## src/rtl/fft_pkg.sv

```systemverilog
// ---------------------------------------------------------------------------
// fft_pkg
// Shared types and helpers for the FFT IO streamer.
//   state_t            : streamer FSM states
//   WORD_SIZE_DEFAULT  : default bits per real/imag part
//   SAMPLE_W_DEFAULT   : default complex sample width {re,im}
//   BITREV_MAX_W       : widest address the bitrev() helper handles
//   bitrev(addr, aw)   : reverse the low aw bits of addr
// ---------------------------------------------------------------------------
package fft_pkg;

    typedef enum logic [2:0] {
        ST_LOAD    = 3'd0,
        ST_KICK    = 3'd1,
        ST_WAIT    = 3'd2,
        ST_FETCH   = 3'd3,
        ST_CAPTURE = 3'd4,
        ST_EMIT    = 3'd5
    } state_t;

    localparam int WORD_SIZE_DEFAULT = 16;
    localparam int SAMPLE_W_DEFAULT  = 2 * WORD_SIZE_DEFAULT;
    localparam int BITREV_MAX_W      = 16;

    // Bits at or above aw are returned as zero.
    function automatic logic [BITREV_MAX_W-1:0] bitrev(input logic [BITREV_MAX_W-1:0] addr,
                                                        input int aw);
        logic [BITREV_MAX_W-1:0] r;
        r = '0;
        for (int i = 0; i < BITREV_MAX_W; i++) begin
            if (i < aw) r[i] = addr[aw-1-i];
        end
        return r;
    endfunction

endpackage

```

## src/rtl/fft_io_streamer_addr_bitrev.sv

```systemverilog
// ---------------------------------------------------------------------------
// addr_bitrev
// Combinational AW-bit address bit reversal.
//   addr : natural-order address
//   rev  : addr with its AW bits mirrored
// ---------------------------------------------------------------------------
module addr_bitrev
    import fft_pkg::*;
#(
    parameter int AW = 5
) (
    input  logic [AW-1:0] addr,
    output logic [AW-1:0] rev
);

    logic [BITREV_MAX_W-1:0] wide;

    assign wide = bitrev(BITREV_MAX_W'(addr), AW);
    assign rev  = wide[AW-1:0];

endmodule

```

## src/rtl/fft_io_streamer.sv

```systemverilog
// ---------------------------------------------------------------------------
// fft_io_streamer
// IO-side master of the sample RAM. Loads N input samples (two per RAM
// write), pulses fft_start, waits for fft_done, then reads the N results
// back in natural order and emits them as a stream. One frame in flight.
// Ports:
//   clk, reset                 : clock, async active-high reset
//   in_valid/in_ready/in_sample: input sample stream
//   out_valid/out_ready/out_sample : result stream
//   fft_start (out), fft_busy/fft_done (in) : FFT engine control
//   io_wr_en, io_wr_address1/2, io_wr_sample1/2 : RAM pair write
//   io_rd_address1/2 (out), io_rd_sample1/2 (in) : RAM pair read, 1-cycle latency
//   frame_busy                 : high unless idle in LOAD with nothing buffered
//   state_dbg                  : current FSM state
// Handshake: a transfer happens on a rising clk edge where valid and ready
// are both high; a source holds valid and its data stable until that edge.
// ---------------------------------------------------------------------------
module fft_io_streamer
    import fft_pkg::*;
#(
    parameter int N             = 32,
    parameter int word_size     = WORD_SIZE_DEFAULT,
    parameter int address_width = $clog2(N),
    parameter bit BIT_REVERSE   = 1'b1
) (
    input  logic                     clk,
    input  logic                     reset,
    input  logic                     in_valid,
    output logic                     in_ready,
    input  logic [2*word_size-1:0]   in_sample,
    output logic                     out_valid,
    input  logic                     out_ready,
    output logic [2*word_size-1:0]   out_sample,
    output logic                     fft_start,
    input  logic                     fft_busy,
    input  logic                     fft_done,
    output logic                     io_wr_en,
    output logic [address_width-1:0] io_wr_address1,
    output logic [address_width-1:0] io_wr_address2,
    output logic [2*word_size-1:0]   io_wr_sample1,
    output logic [2*word_size-1:0]   io_wr_sample2,
    output logic [address_width-1:0] io_rd_address1,
    output logic [address_width-1:0] io_rd_address2,
    input  logic [2*word_size-1:0]   io_rd_sample1,
    input  logic [2*word_size-1:0]   io_rd_sample2,
    output logic                     frame_busy,
    output state_t                   state_dbg
);

    localparam int SW = 2 * word_size;
    localparam int AW = address_width;

    state_t          state, state_next;
    logic [AW-1:0]   in_count;
    logic [AW-1:0]   m_count;
    logic [AW-1:0]   m_next;
    logic            sel;
    logic [SW-1:0]   hold;
    logic [SW-1:0]   buf0, buf1;
    logic [AW-1:0]   rd_addr1, rd_addr2;

    logic            accept, wr_fire, out_fire, last_in, last_pair;
    logic [AW-1:0]   nat1, nat2, rev1, rev2;

    assign accept    = in_valid & in_ready;
    assign out_fire  = out_valid & out_ready;
    assign last_in   = (in_count == AW'(N - 1));
    assign last_pair = (m_count == AW'(N / 2 - 1));
    assign m_next    = m_count + AW'(1);

    // Pair slot of the sample being accepted: even index and its odd partner.
    assign nat1 = {in_count[AW-1:1], 1'b0};
    assign nat2 = {in_count[AW-1:1], 1'b1};

    addr_bitrev #(.AW(AW)) u_rev1 (.addr(nat1), .rev(rev1));
    addr_bitrev #(.AW(AW)) u_rev2 (.addr(nat2), .rev(rev2));

    // Next-state logic
    always_comb begin
        state_next = state;
        case (state)
            ST_LOAD:    if (accept && last_in) state_next = ST_KICK;
            ST_KICK:    state_next = ST_WAIT;
            ST_WAIT:    if (fft_done) state_next = ST_FETCH;
            ST_FETCH:   state_next = ST_CAPTURE;
            ST_CAPTURE: state_next = ST_EMIT;
            ST_EMIT:    if (out_fire && sel) state_next = last_pair ? ST_LOAD : ST_FETCH;
            default:    state_next = ST_LOAD;
        endcase
    end

    // Outputs. in_ready is gated by reset so nothing is accepted while the
    // register file is still being held in reset.
    always_comb begin
        in_ready       = (state == ST_LOAD) && !fft_busy && !reset;
        wr_fire        = accept && in_count[0];
        io_wr_en       = wr_fire;
        io_wr_address1 = '0;
        io_wr_address2 = '0;
        io_wr_sample1  = '0;
        io_wr_sample2  = '0;
        if (wr_fire) begin
            io_wr_address1 = BIT_REVERSE ? rev1 : nat1;
            io_wr_address2 = BIT_REVERSE ? rev2 : nat2;
            io_wr_sample1  = hold;
            io_wr_sample2  = in_sample;
        end
        fft_start  = (state == ST_KICK);
        out_valid  = (state == ST_EMIT);
        out_sample = '0;
        if (state == ST_EMIT) out_sample = sel ? buf1 : buf0;
        frame_busy = !((state == ST_LOAD) && (in_count == '0));
    end

    assign io_rd_address1 = rd_addr1;
    assign io_rd_address2 = rd_addr2;
    assign state_dbg      = state;

    always_ff @(posedge clk or posedge reset) begin
        if (reset) begin
            state    <= ST_LOAD;
            in_count <= '0;
            m_count  <= '0;
            sel      <= 1'b0;
            hold     <= '0;
            buf0     <= '0;
            buf1     <= '0;
            rd_addr1 <= '0;
            rd_addr2 <= '0;
        end else begin
            state <= state_next;
            if (accept) begin
                // N is a power of two, so the counter wraps to 0 on the last sample.
                in_count <= in_count + AW'(1);
                if (!in_count[0]) hold <= in_sample;
            end
            // Read addresses are loaded on entry to FETCH and then held.
            if (state == ST_WAIT && fft_done) begin
                m_count  <= '0;
                rd_addr1 <= AW'(0);
                rd_addr2 <= AW'(1);
            end
            if (state == ST_CAPTURE) begin
                buf0 <= io_rd_sample1;
                buf1 <= io_rd_sample2;
                sel  <= 1'b0;
            end
            if (state == ST_EMIT && out_fire) begin
                if (!sel) begin
                    sel <= 1'b1;
                end else begin
                    sel <= 1'b0;
                    if (last_pair) begin
                        m_count <= '0;
                    end else begin
                        m_count  <= m_next;
                        rd_addr1 <= {m_next[AW-2:0], 1'b0};
                        rd_addr2 <= {m_next[AW-2:0], 1'b1};
                    end
                end
            end
        end
    end

endmodule

```

## config.mk

```make
export PLATFORM = sky130hd
export DESIGN_NAME = fft_io_streamer
export DESIGN_NICKNAME = d
export VERILOG_FILES = /design/src/rtl/fft_pkg.sv /design/src/rtl/fft_io_streamer_addr_bitrev.sv /design/src/rtl/fft_io_streamer.sv
export SDC_FILE = /design/constraint.sdc
export NUM_CORES = 1
export LEC_CHECK = 0
export CAP_MARGIN = 15
export CORE_MARGIN = 10
export CORE_UTILIZATION = 45
export CTS_BUF_LIST = sky130_fd_sc_hd__clkbuf_16
export DETAILED_ROUTE_END_ITERATION = 7
export PLACE_DENSITY = 0.92
export SLEW_MARGIN = 20
export SYNTH_ARGS = -nofsm -noshare
export SYNTH_HDL_FRONTEND = slang
export SYNTH_HIERARCHICAL = 1
export SYNTH_SLANG_ARGS = --single-unit
```

## constraint.sdc

```tcl
create_clock -name clk -period 9.44 [get_ports clk]
set_input_delay 1.416 -clock clk [delete_from_list [all_inputs] [get_ports clk]]
set_output_delay 1.416 -clock clk [all_outputs]
set_load 0.1 [all_outputs]
```

==> Yosys cells after proc, flatten, opt, wreduce, memory -nomap -nowiden <==
Index checks and enable logic that the tools add are counted.
{ "word_totals": {"ff_bits": 120, "rom_bits": 0, "ramBits": 0, "wordCells": 66, "n_memories": 0, "latchBits": 0, "inputBits": 102, "output_inout_bits": 124} }
{ "op_classes": {"shifts": 0, "reduce_logical": 16, "eq_ne": 10, "div": 0, "addsub": 2, "mul": 0, "bitwise": 3, "n_lt_le_gt_ge": 0, "muxes": 26} }
{ "ops": {"columns": ["op", "count"], "rows": [
  ["$mux 32", 4],
  ["$mux 5", 13],
  ["$pmux 3 s6", 1],
  ["$add 5x1->5 const B", 2],
  ["$mux 3", 3],
  ["$logic_and 1x1->1", 8],
  ["$eq 3x2->1 const B", 2],
  ["$eq 3x3->1 const B", 2],
  ["$eq 5x4->1 const B", 1],
  ["$eq 5x5->1 const B", 1],
  ["$logic_not 5->1", 1],
  ["$mux 4", 1],
  ["$ne 2x2->1 const B", 2],
  ["$eq 3x1->1 const B", 1],
  ["$logic_not 1->1", 3],
  ["$logic_not 3->1", 1],
  ["$mux 1", 3],
  ["$reduce_and 3->1", 1],
  ["$and 1x1->1", 2],
  ["$mux 2", 1],
  ["$ne 2x1->1 const B", 1],
  ["$reduce_and 2->1", 1],
  ["$reduce_bool 2->1", 1],
  ["$not 1->1", 1]
]} }

==> Longest topological paths before layout <==
{ "logic_depth": {"ltp_word": 7, "mapped_depth": 6, "depth_no_buf": 6} }

==> Modules after synthesis <==
Netlist, hierarchy kept.
{ "by_module_without_submodules": {"columns": ["module", "cells_per_inst", "seq_area_each_um2", "n_inst", "area_per_inst_um2"], "rows": [
  ["fft_io_streamer", 457, 3002.9, 1, 5700.5],
  ["addr_bitrev", 5, 0.0, 2, 37.5]
]} }

==> Worst setup path after synthesis <==
Ideal clock, no wire load.
{ "synth_path": {"path_kind": "input-to-output", "startpoint": "in fft_busy", "endpoint": "out io_wr_address1[0]", "required_time_ns": 8.024, "n_path_buf": 1, "slack_ns": 4.089, "path_stages": 4, "arrival_ns": 3.935, "path_cell_list": "or3b_1 nor3_2 clkbuf_1 and2_1"} }
{ "synth_via": {"elab_chain_len": 6} }
{ "synth_rtl": {"columns": ["item", "line_no", "source"], "rows": [
  ["start: declaration", "fft_io_streamer.sv:35", "input logic fft_busy,"],
  ["$logic_not 1->1", "fft_io_streamer.sv:95", "in_ready = (state == ST_LOAD) && !fft_busy && !reset;"],
  ["$logic_and 1x1->1 (2 in a row)", "fft_io_streamer.sv:95", null],
  ["$and 1x1->1", "fft_io_streamer.sv:65", "assign accept = in_valid & in_ready;"],
  ["$logic_and 1x1->1", "fft_io_streamer.sv:96", "wr_fire = accept && in_count[0];"],
  ["net io_wr_en", "fft_io_streamer.sv:37", "output logic io_wr_en,"],
  ["$mux 4", "fft_io_streamer.sv:102", "if (wr_fire) begin"],
  ["end: declaration", "fft_io_streamer.sv:38", "output logic [address_width-1:0] io_wr_address1,"]
]} }
The timed path passes the listed nets, and every way through them passes these cells.

==> Final worst setup path <==
{ "layout_path": {"startpoint": "in reset", "endpoint": "out io_wr_sample1[14]"} }
{ "layout_via": {"elab_chain_len": 5} }
{ "layout_rtl": {"columns": ["item", "line_no", "source"], "rows": [
  ["start: declaration", "fft_io_streamer.sv:27", "input logic reset,"],
  ["$logic_not 1->1 (no line)", null, null],
  ["$logic_and 1x1->1", "fft_io_streamer.sv:95", null],
  ["$and 1x1->1", "fft_io_streamer.sv:65", null],
  ["$logic_and 1x1->1", "fft_io_streamer.sv:96", null],
  ["$mux 32", "fft_io_streamer.sv:102", null],
  ["end: declaration", "fft_io_streamer.sv:40", "output logic [2*word_size-1:0] io_wr_sample1,"]
]} }
No other way between the ends.

==> impl_metrics.py <==
metrics = {
    "timing": {
        "final.setup.worst_slack_ns": 3.60,
        "hold_viol": 0,
        "setup_viol": 0,
        "worst_pin_slew_ns": 1.06,
        "tns_ns": 0,
        "min_period_ns": 5.84,
        "timing.fmax_mhz": 171,
        "finalCritPeriodShare_pct": 61.9,
        "slew-limit-headroom_pct": 29.1,
        "finalHoldWorstSlack_ns": 0.463,
        "fin_skew_ns": 0.00645,
        "slew_violations": 0,
        "rsz0062_at_grt": "false",
    },
    "pwr": {
        "report.power.total_mw": 2.17,
        "intPower_mw": 1.41,
        "p_leak_nw": 3.53,
        "p_seq_share_pct": 41.1,
        "peakVddDrop_v": 0.000122,
        "p_comb_share_pct": 34.8,
        "powerDensity_nw_per_um2": 254,
        "clkPwrFrac_pct": 24.1,
        "p_switching_mw": 0.755,
        "swShare_pct": 34.8,
    },
    "grt": {
        "grt_max_degree": 76,
        "grt_antenna_before_repair": 0,
        "grt_pass1_vias": 4670,
        "overflow": 0,
        "track_usage_pct": 17.9,
        "grt_pass1_wl_mm": 25.8,
    },
    "floorplanning": {
        "fp.dieArea_um2": 17800,
        "initial_utilization_pct": 45.8,
        "core_um2": 12600,
        "die_x_um": 133,
        "num_io_pins": 226,
        "rows": 41,
        "die_y_um": 133,
    },
    "clock_network": {
        "htreeDepth": 4,
        "cts_buffers": 17,
        "cts_resized": 0,
        "cts_root_buffer": "clkbuf_16",
        "clock_latency_ns": 0.40,
        "clk_pin_slew_worst_paths_ns": 0.05,
        "cts.path.max_buffers": 2,
        "cts_tree": "done",
        "cts_sinks": 120,
        "hold_buffers": 0,
        "cts_setup_buffers": 0,
    },
    "worst_setup_path": {
        "crit_arrival_ns": 4.43,
        "path_common_cell": "clkdlybuf4s50_1",
        "start_kind": "primary input",
        "path_max_fanout": 75,
        "cp_num_cells": 6,
        "r2r_cells": 3,
        "critPathTopFamily": "buffers and inverters",
        "slowest_stage": "clkdlybuf4s50_1",
        "rrSetupSlack_ns": 7.38,
        "path_class": "primary input to output pin",
        "cp_cell_sequence": "clkdlybuf4s50_1 > or3b_1 > nor3_4 > buf_4 > and2_1 > clkdlybuf4s50_1",
        "cp-end-kind": "output pin",
        "cp.required_ns": 8.02,
        "crit_buf_inv": 3,
        "critPathMaxStageDelay_ns": 1.16,
    },
    "synthesis": {
        "ys_ff_latch": 120,
        "synthDistinctLibCells": 42,
        "synth_top_area_share_pct": 52.0,
        "ys_top_cells_by_count": "120 x dfrtp_1, 96 x mux2_2, 76 x and2_1, 33 x mux2i_1, 33 x nor2_1",
        "synth_edf_count": 0,
        "mappedNetlistArea_um2": 5780,
        "synth_seq_area_share_pct": 52.0,
        "yosys_warnings": 6,
        "synthCells": 467,
        "yosysMostFrequentCell": "dfrtp_1",
        "synthFlopType": "dfrtp_1",
        "synth_area_leader_cell": "dfrtp_1",
        "syn_area_per_cell_um2": 12.4,
        "synth_area_leaders": "dfrtp_1 52%, mux2_2 19%, and2_1 8.2%, mux2i_1 5.7%, nor2_1 2.1%",
        "synth.net_count": 573,
        "synth-async-reset-ratio_pct": 100,
    },
    "place": {
        "hpwl_mm": 12.3,
        "port_buffers": 224,
        "place.gp.congestion": 0.825,
        "dp_worst_setup_slack_ns": 3.59,
        "postPlaceCellArea_um2": 8060,
        "place_inst": 831,
    },
    "finish": {
        "diodes": 0,
        "multi_input_area_um2": 2530,
        "drive_above_1_share_pct": 19.1,
        "nFillCells": 934,
        "syn2layout_area_growth_pct": 47.8,
        "instances_no_fill": 859,
        "final_core_util_pct": 67.6,
        "layout.nets": 784,
        "register_area_um2": 3000,
        "final_area_um2": 8530,
    },
    "routing": {
        "detail_route.first_pass.iterations": 4,
        "wirelength_mm": 16.1,
        "route.detailed.drc": 0,
        "ant_nets": 0,
        "vias": 4220,
        "vias_per_cell": 4.91,
        "wl_per_cell_um": 18.7,
        "drt_iter0_drc": 158,
    },
    "worst_hold_path": {
        "hold_path.class": "register to register",
        "whs_path_depth": 1,
    },
    "status": {
        "status": "completed",
    },
    "flow_run": {
        "maxCapViolCount": 0,
    },
}
==> worst paths after layout <==
| check | to | start |
|---|---|---|
| hold reg to reg | io_rd_address2[0] | io_rd_address2[0] |
| setup / recovery | io_wr_sample1[14] | reset |
| hold / removal | io_rd_address2[0] | io_rd_address2[0] |
| setup reg to reg | io_rd_address1[2] | sel |
| min in group asynchronous | hold[30] | reset |
| max in group asynchronous | sel | reset |
==> per-layer routing <==
layer | share of wire [%] | vias up | global-route usage [%]
met4 | 0.72 | 0 | 3.63
met2 | 49 | 172 | 30.1
met3 | 8.8 | 10 | 8.23
met1 | 42 | 2024 | 20.6
li1 | - | 2014 | -
met5 | 0 | - | 0
==> power by group through the flow <==
stage                     clock network (mW)  logic, mW  registers (mW)
after CTS                              0.536      0.764           0.894
after floorplan                            0      0.604           0.865
final                                  0.522      0.754           0.892
after global routing                   0.561      0.808           0.923
after detailed placement                   0      0.762           0.900
after global placement                     0      0.734           0.882
==> worst reg2reg max path: stages, from the launching register on <==
cell and delay, ns:
dfrtp_2 1.06, and2_1 0.38, a31oi_2 0.25, a22o_1 0.25
==> registers in the layout, indices dropped and copies added (netlist names) <==
register        cells
hold               32
in_count            5
io_rd_address2      5
state_dbg           3
io_rd_address1      5
sel                 1
buf1               32
buf0               32
m_count             5
==> cell usage in the layout, fill, tap and decap left out, types with 5 or more instances in the layout <==
master,n
and2_1,76
buf_4,6
clkbuf_16,17
clkdlybuf4s50_1,224
clkinv_2,5
dfrtp_1,119
inv_1,7
mux2_2,96
mux2i_1,33
nand2_1,6
nor2_1,33
o2bb2ai_1,6
==> cells by family (layout without fill, tap and decap cells) <==
family / count (synthesis) / count (layout) / synth area share [%]
XOR/XNOR: 5 / 5 / 0.758
buffers and inverters: 43 / 263 / 4.33
multiplexers: 132 / 132 / 25.0
AND/OR/NAND/NOR: 140 / 140 / 14.0
other: 2 / 2 / 0.130
adder cells (fa/ha/maj): 4 / 4 / 0.867
AO/OA/AOI/OAI: 21 / 21 / 2.95
flip-flops: 120 / 120 / 52.0
==> area by class of cell <==
class | count | share of cell area, %
clock inverters | 11 | 0.557
repair buffers | 230 | 26.8
flip-flops and latches | 120 | 35.2
inverters | 5 | 0.249
well taps | 172 | 2.52
multi-input cells | 304 | 29.7
clock buffers | 17 | 4.98
(Power assumes the default switching activity.)
